--- config.mk ---
export PLATFORM = sky130hd
export DESIGN_NAME = pulse_scheduler
export DESIGN_NICKNAME = d
export VERILOG_FILES = /design/src/rtl/pulse_scheduler.sv
export SDC_FILE = /design/constraint.sdc
export NUM_CORES = 1
export LEC_CHECK = 0
export CAP_MARGIN = 20
export CORE_MARGIN = 8
export CORE_UTILIZATION = 50
export CTS_CLUSTER_DIAMETER = 200
export DETAILED_ROUTE_END_ITERATION = 12
export PLACE_DENSITY_LB_ADDON = 0.2
export SLEW_MARGIN = 20
export SYNTH_ARGS = -nofsm -noshare
export SYNTH_HDL_FRONTEND = slang
export SYNTH_SLANG_ARGS = --single-unit
--- constraint.sdc ---
create_clock -name clock -period 4.31 [get_ports clock]
set_input_delay 0.862 -clock clock [delete_from_list [all_inputs] [get_ports clock]]
set_output_delay 0.862 -clock clock [all_outputs]
set_load 0.005 [all_outputs]
--- src/rtl/pulse_scheduler.sv ---
`default_nettype none
// ============================================================================
// Module      : pulse_scheduler
// Description : Shares one pulse-train generator between four requesters.
//               Each requester owns a programmable pulse width and pulse
//               count. A round-robin arbiter picks one requester at a time.
//               The FSM then plays that requester's train on `signal` and
//               flags completion with a one-cycle one-hot `done` strobe.
//
// Ports       : clock      - system clock, all state on posedge
//               reset      - synchronous, active-high
//               cfg_we     - config write strobe
//               cfg_sel    - requester index being configured
//               cfg_width  - high time and inter-pulse low time (cycles)
//               cfg_count  - pulses per train
//               req        - level requests, one bit per requester
//               grant      - one-hot, requester being served
//               busy       - high while a train is in HIGH/LOW
//               signal     - shared pulse output
//               done       - one-hot, one-cycle completion strobe
//
// Revision    : 1.0 - initial release
// ============================================================================
module pulse_scheduler #(
    parameter int NREQ = 4,
    parameter int W_W  = 4
) (
    input  logic            clock,
    input  logic            reset,
    input  logic            cfg_we,
    input  logic [1:0]      cfg_sel,
    input  logic [W_W-1:0]  cfg_width,
    input  logic [W_W-1:0]  cfg_count,
    input  logic [NREQ-1:0] req,
    output logic [NREQ-1:0] grant,
    output logic            busy,
    output logic            signal,
    output logic [NREQ-1:0] done
);

    localparam logic [1:0] c_IDLE = 2'd0;
    localparam logic [1:0] c_HIGH = 2'd1;
    localparam logic [1:0] c_LOW  = 2'd2;
    localparam logic [1:0] c_DONE = 2'd3;

    // Per-requester configuration
    logic [W_W-1:0]  r_width [NREQ];
    logic [W_W-1:0]  r_count [NREQ];

    // FSM and train datapath
    logic [1:0]      r_state;
    logic [1:0]      r_ptr;        // last requester served
    logic [W_W-1:0]  r_wm1;        // latched width minus one
    logic [W_W-1:0]  r_tmr;        // cycles left in current window, minus one
    logic [W_W-1:0]  r_rem;        // pulses still to emit, including current
    logic [NREQ-1:0] r_grant;
    logic            r_busy;
    logic            r_signal;
    logic [NREQ-1:0] r_done;

    logic [1:0]      w_state_nxt;
    logic            w_found;
    logic [1:0]      w_pick;
    logic [1:0]      w_cand;
    logic [W_W-1:0]  w_lat_w;
    logic [W_W-1:0]  w_lat_c;
    logic            w_win_end;
    logic [NREQ-1:0] w_grant_nxt;
    logic            w_busy_nxt;
    logic            w_signal_nxt;
    logic [NREQ-1:0] w_done_nxt;

    // ------------------------------------------------------------------
    // Configuration registers. A write to the active requester only
    // lands here; the running train uses its own latched copies.
    // ------------------------------------------------------------------
    always_ff @(posedge clock) begin
        if (reset) begin
            for (int i = 0; i < NREQ; i++) begin
                r_width[i] <= W_W'(4);
                r_count[i] <= W_W'(1);
            end
        end else if (cfg_we) begin
            r_width[cfg_sel] <= cfg_width;
            r_count[cfg_sel] <= cfg_count;
        end
    end

    // ------------------------------------------------------------------
    // Round-robin pick: first set request bit scanning upward from
    // r_ptr+1. The last candidate (k = NREQ) wraps back to r_ptr itself.
    // ------------------------------------------------------------------
    always_comb begin
        w_found = 1'b0;
        w_pick  = r_ptr;
        w_cand  = 2'd0;
        for (int k = 1; k <= NREQ; k++) begin
            w_cand = r_ptr + 2'(k);
            if (!w_found && req[w_cand]) begin
                w_found = 1'b1;
                w_pick  = w_cand;
            end
        end
    end

    // Stored zero is treated as one when latched
    assign w_lat_w   = (r_width[w_pick] == '0) ? W_W'(1) : r_width[w_pick];
    assign w_lat_c   = (r_count[w_pick] == '0) ? W_W'(1) : r_count[w_pick];
    assign w_win_end = (r_tmr == '0);

    // ------------------------------------------------------------------
    // FSM: state register
    // ------------------------------------------------------------------
    always_ff @(posedge clock) begin
        if (reset) begin
            r_state <= c_IDLE;
        end else begin
            r_state <= w_state_nxt;
        end
    end

    // ------------------------------------------------------------------
    // FSM: next-state logic
    // ------------------------------------------------------------------
    always_comb begin
        w_state_nxt = r_state;
        case (r_state)
            c_IDLE: begin
                if (w_found) begin
                    w_state_nxt = c_HIGH;
                end
            end
            c_HIGH: begin
                if (w_win_end) begin
                    w_state_nxt = (r_rem > W_W'(1)) ? c_LOW : c_DONE;
                end
            end
            c_LOW: begin
                if (w_win_end) begin
                    w_state_nxt = c_HIGH;
                end
            end
            c_DONE:  w_state_nxt = c_IDLE;
            default: w_state_nxt = c_IDLE;
        endcase
    end

    // ------------------------------------------------------------------
    // FSM: output logic. Produces the values the output registers take
    // on the next edge, so every port comes straight from a flop.
    // ------------------------------------------------------------------
    always_comb begin
        w_signal_nxt = (w_state_nxt == c_HIGH);
        w_busy_nxt   = (w_state_nxt == c_HIGH) || (w_state_nxt == c_LOW);
        w_grant_nxt  = '0;
        w_done_nxt   = '0;
        if (r_state == c_IDLE && w_found) begin
            w_grant_nxt = NREQ'(1) << w_pick;
        end else if (w_busy_nxt) begin
            w_grant_nxt = r_grant;
        end
        if (r_state == c_HIGH && w_state_nxt == c_DONE) begin
            w_done_nxt = r_grant;
        end
    end

    // ------------------------------------------------------------------
    // Output registers and train datapath
    // ------------------------------------------------------------------
    always_ff @(posedge clock) begin
        if (reset) begin
            r_ptr    <= 2'd3;          // req[0] has top priority first
            r_wm1    <= '0;
            r_tmr    <= '0;
            r_rem    <= '0;
            r_grant  <= '0;
            r_busy   <= 1'b0;
            r_signal <= 1'b0;
            r_done   <= '0;
        end else begin
            r_grant  <= w_grant_nxt;
            r_busy   <= w_busy_nxt;
            r_signal <= w_signal_nxt;
            r_done   <= w_done_nxt;
            case (r_state)
                c_IDLE: begin
                    if (w_found) begin
                        r_ptr <= w_pick;
                        r_wm1 <= w_lat_w - W_W'(1);
                        r_tmr <= w_lat_w - W_W'(1);
                        r_rem <= w_lat_c;
                    end
                end
                c_HIGH: begin
                    if (w_win_end) begin
                        r_tmr <= r_wm1;
                        if (r_rem > W_W'(1)) begin
                            r_rem <= r_rem - W_W'(1);
                        end
                    end else begin
                        r_tmr <= r_tmr - W_W'(1);
                    end
                end
                c_LOW: begin
                    if (w_win_end) begin
                        r_tmr <= r_wm1;
                    end else begin
                        r_tmr <= r_tmr - W_W'(1);
                    end
                end
                default: begin
                end
            endcase
        end
    end

    assign grant  = r_grant;
    assign busy   = r_busy;
    assign signal = r_signal;
    assign done   = r_done;

endmodule
`default_nettype wire

==> impl_results.md <==
- Most used flip-flop cell after synthesis: edfxtp_1
- Critical-path maximum fanout: 17
- Commonest cells in the netlist: edfxtp_1, and2_1, dfxtp_1
- Post-route DRC violation count: 0
- CTS Sinks: 58
- Initial drt markers: 76
- Mapped Cells: 275
- PostCTS Resize Cnt: 0
- Crit path launch type: input port
- PD cells: 526 nW/µm²
- Hold Crit Class: reg2reg
- Max Root-Sink Buffers: 2
- Count of flip-flops with a built-in enable after synthesis: 32
- H-Tree Level Count: 3
- Most frequent cell after synthesis: edfxtp_1
- Sequential area share after synthesis: 0.508
- Pre-CTS setup slack: between 0.7 and 0.8 ns
- Setup_tns: 0 ns
- Antenna Violating Nets Remaining: 0
- NetSw: 597 µW
- Die Area: 8530 µm²
- Final slew viol count: 0
- Worst-Skew Late Latency: 0.34 ns
- Number of nets in the layout: 329
- Rows: 28
- Initial antenna violation count: 0
- Hold Startpoint: r_wm1[3]$_SDFFE_PP0P_
- Yosys Warn Count: 0
- Slew HR: 0.578
- Period minus WS final: roughly 3.2 ns
- WL/cell: ~15 µm
- Dpl cells: ~370
- Skew final: 0.00760 ns
- GPL Wtd Cong: 0.778
- Fillers: 524
- DR vias: 2058
- Initial Utilization: 0.504
- CP Capture Type: flip-flop
- Synth Register Bits: between 50 and 60
- Finished Cell Area: 3400 µm²
- DP Wirelength: about 4100 µm
- Avg Synthesized Cell Area: 10.6 µm²
- Synth top area cells: edfxtp_1, dfxtp_1, mux2i_1, and2_1, ha_1
- Routed WL: ~5700 µm
- R2R cell count: 11
- Share of layout cells above drive strength 1: 0.0749
- Fmax: 0.314 GHz
- Pin count of the biggest net entering global routing: 32
- Total GRT Usage: 0.141
- RSZ-0062 raised after global routing: no
- Internal Power: 1190 µW
- # port buffers: 26
- Leading area contributor after synthesis: edfxtp_1
- Post-synth ARST share: 0
- Core Area: 5780 µm²
- TritonCTS Buffers: 9
- Worst VDD drop: 0.248 mV
- CTS root buffer: clkbuf_8
- RR Endpoint: r_tmr[1]$_SDFFE_PP0P_
- Crit path kind: in2reg
- Hold depth: 2
- Grt ovf: 0
- Critical Path RT: 4.56 ns
- Final setup viols: 0
- Logic pwr share: 0.329
- Max-Cap Viols: 0
- Worst Setup Slack, final: 1.12 ns
- Sequential share of power: 0.411
- Sw Ratio: 0.334
- Cell Area, Placed: 3230 µm²
- Post-CTS Setup Inserts: 0
- Max incr delay on CP: 0.52 ns
- CP arrival: approximately 3.4 ns
- Netlist cell types: 47
- Via/cell ratio: roughly 5.4
- Syn nets: 301
- Layout area overhead: 16.7%
- Leakage: 0.00131 µW
- Die H: 92.3 µm
- # diodes: 0
- Die Width: ~92 µm
- Post-CTS Hold Buffers: 0
- Clock slew at reported path FFs: 0.07 ns
- Clock power share: 0.260
- DRT Pass-1 Iters: 4
- Worst Max-Slew Pin Slew: 0.631 ns
- Fin cells: 382
- Critical-path cell list: clkdlybuf4s50_1 -> nand2b_1 -> a21o_1 -> and3_4 -> mux2i_1 -> mux2i_1 -> nor3_1 -> nor2_1 -> ha_1 -> nor2_1 -> a211oi_1 -> a211oi_1
- TritonCTS clock tree: done
- Final worst-path cycle share: 0.740
- Worst R2R Start: r_ptr[1]$_SDFFE_PP1P_
- First-pass GRT wire length: 9450 µm
- I/O pin total: 27
- Worst path slowest cell: clkdlybuf4s50_1
- Internal reg-to-reg setup slack: between 1.5 and 2 ns
- Final hold violation count: 0
- Outcome: completed
- WHS Endpoint: r_wm1[3]$_SDFFE_PP0P_
- Synthesized area: 2910 µm²
- Top cell type's share of synthesized area: 0.330
- Vias in the first global route: ~2000
-- critical path, delay by kind of cell --
kind / cells / cell delay (ns)
AND/OR/NAND/NOR: 5 / 0.94
buffers and inverters: 1 / 0.52
AO/OA/AOI/OAI: 3 / 0.42
multiplexers: 2 / 0.36
adder cells (fa/ha/maj): 1 / 0.32
-- power by group through the flow --
stage	registers, µW	clock network (µW)	logic, µW
final	735	465	588
after global routing	744	497	663
after CTS	735	471	591
after detailed placement	746	0	587
after global placement	743	0	578
after floorplan	729	0	461
-- logic make-up after synthesis --
| kind of cell | share of synthesized area |
|---|---|
| AO/OA/AOI/OAI | 0.130 |
| XOR/XNOR | 0.00301 |
| adder cells (fa/ha/maj) | 0.0386 |
| buffers and inverters | 0.0361 |
| flip-flops | 0.508 |
| multiplexers | 0.0653 |
| AND/OR/NAND/NOR | 0.219 |
-- state kept, by name (all words and copies together) (netlist names) --
signal / cells
done: 4
r_state: 2
signal: 1
r_wm1: 4
r_width: 16
r_tmr: 4
grant: 4
r_rem: 4
busy: 1
r_count: 16
r_ptr: 2
-- metal layers --
metal / global-route usage / routed length [µm]
met1: 0.160 / 2590
met5: 0 / 0
met2: 0.231 / 2680
met3: 0.0469 / 265
met4: 0.0765 / 147
-- layout make-up --
type | count | area [µm²] | area share
clock buffer | 10 | 128 | 0.0375
clock inverter | 5 | 46.3 | 0.0136
inverter | 13 | 48.8 | 0.0143
multi-input combinational | 193 | 1330 | 0.390
sequential | 58 | 1480 | 0.436
tap | 75 | 93.8 | 0.0276
timing repair buffer | 28 | 275 | 0.0809
-- per-stage QoR --
stage                     power, µW  hold WS [ns]   util
after CTS                      1800         0.489  0.588
after detailed placement       1330         0.477  0.558
after global placement         1320         0.476  0.558
after global routing           1900         0.508  0.588
final                          1790         0.492  0.588
after floorplan                1190         0.450      -
-- worst max-delay path by stage --
stage	startpoint	endpoint	slack (ns)	depth (start not counted)
2_1_floorplan	req[0]	r_tmr[1]$_SDFFE_PP0P_	1.45	13
3_3_place_gp	req[0]	r_tmr[1]$_SDFFE_PP0P_	0.91	12
3_5_place_dp	req[0]	r_tmr[1]$_SDFFE_PP0P_	0.79	12
4_1_cts	req[0]	r_tmr[1]$_SDFFE_PP0P_	1.10	12
5_1_grt	req[1]	r_tmr[1]$_SDFFE_PP0P_	0.82	12
6_report	req[0]	r_tmr[1]$_SDFFE_PP0P_	1.12	12
-- cell usage in the layout (no fill, tap or decap), drive strengths merged, types with 5 or more instances in the layout --
master         instances
a211oi                 6
a21oi                 11
and2                  29
clkbuf                10
clkdlybuf4s50         26
dfxtp                 26
edfxtp                32
ha                     9
inv                   13
mux2i                 19
nand2                 16
nand2b                14
nor2                  20
nor2b                  6
nor3                   5
o21ai                  5
Note: power is estimated with default switching activity, not from simulation.
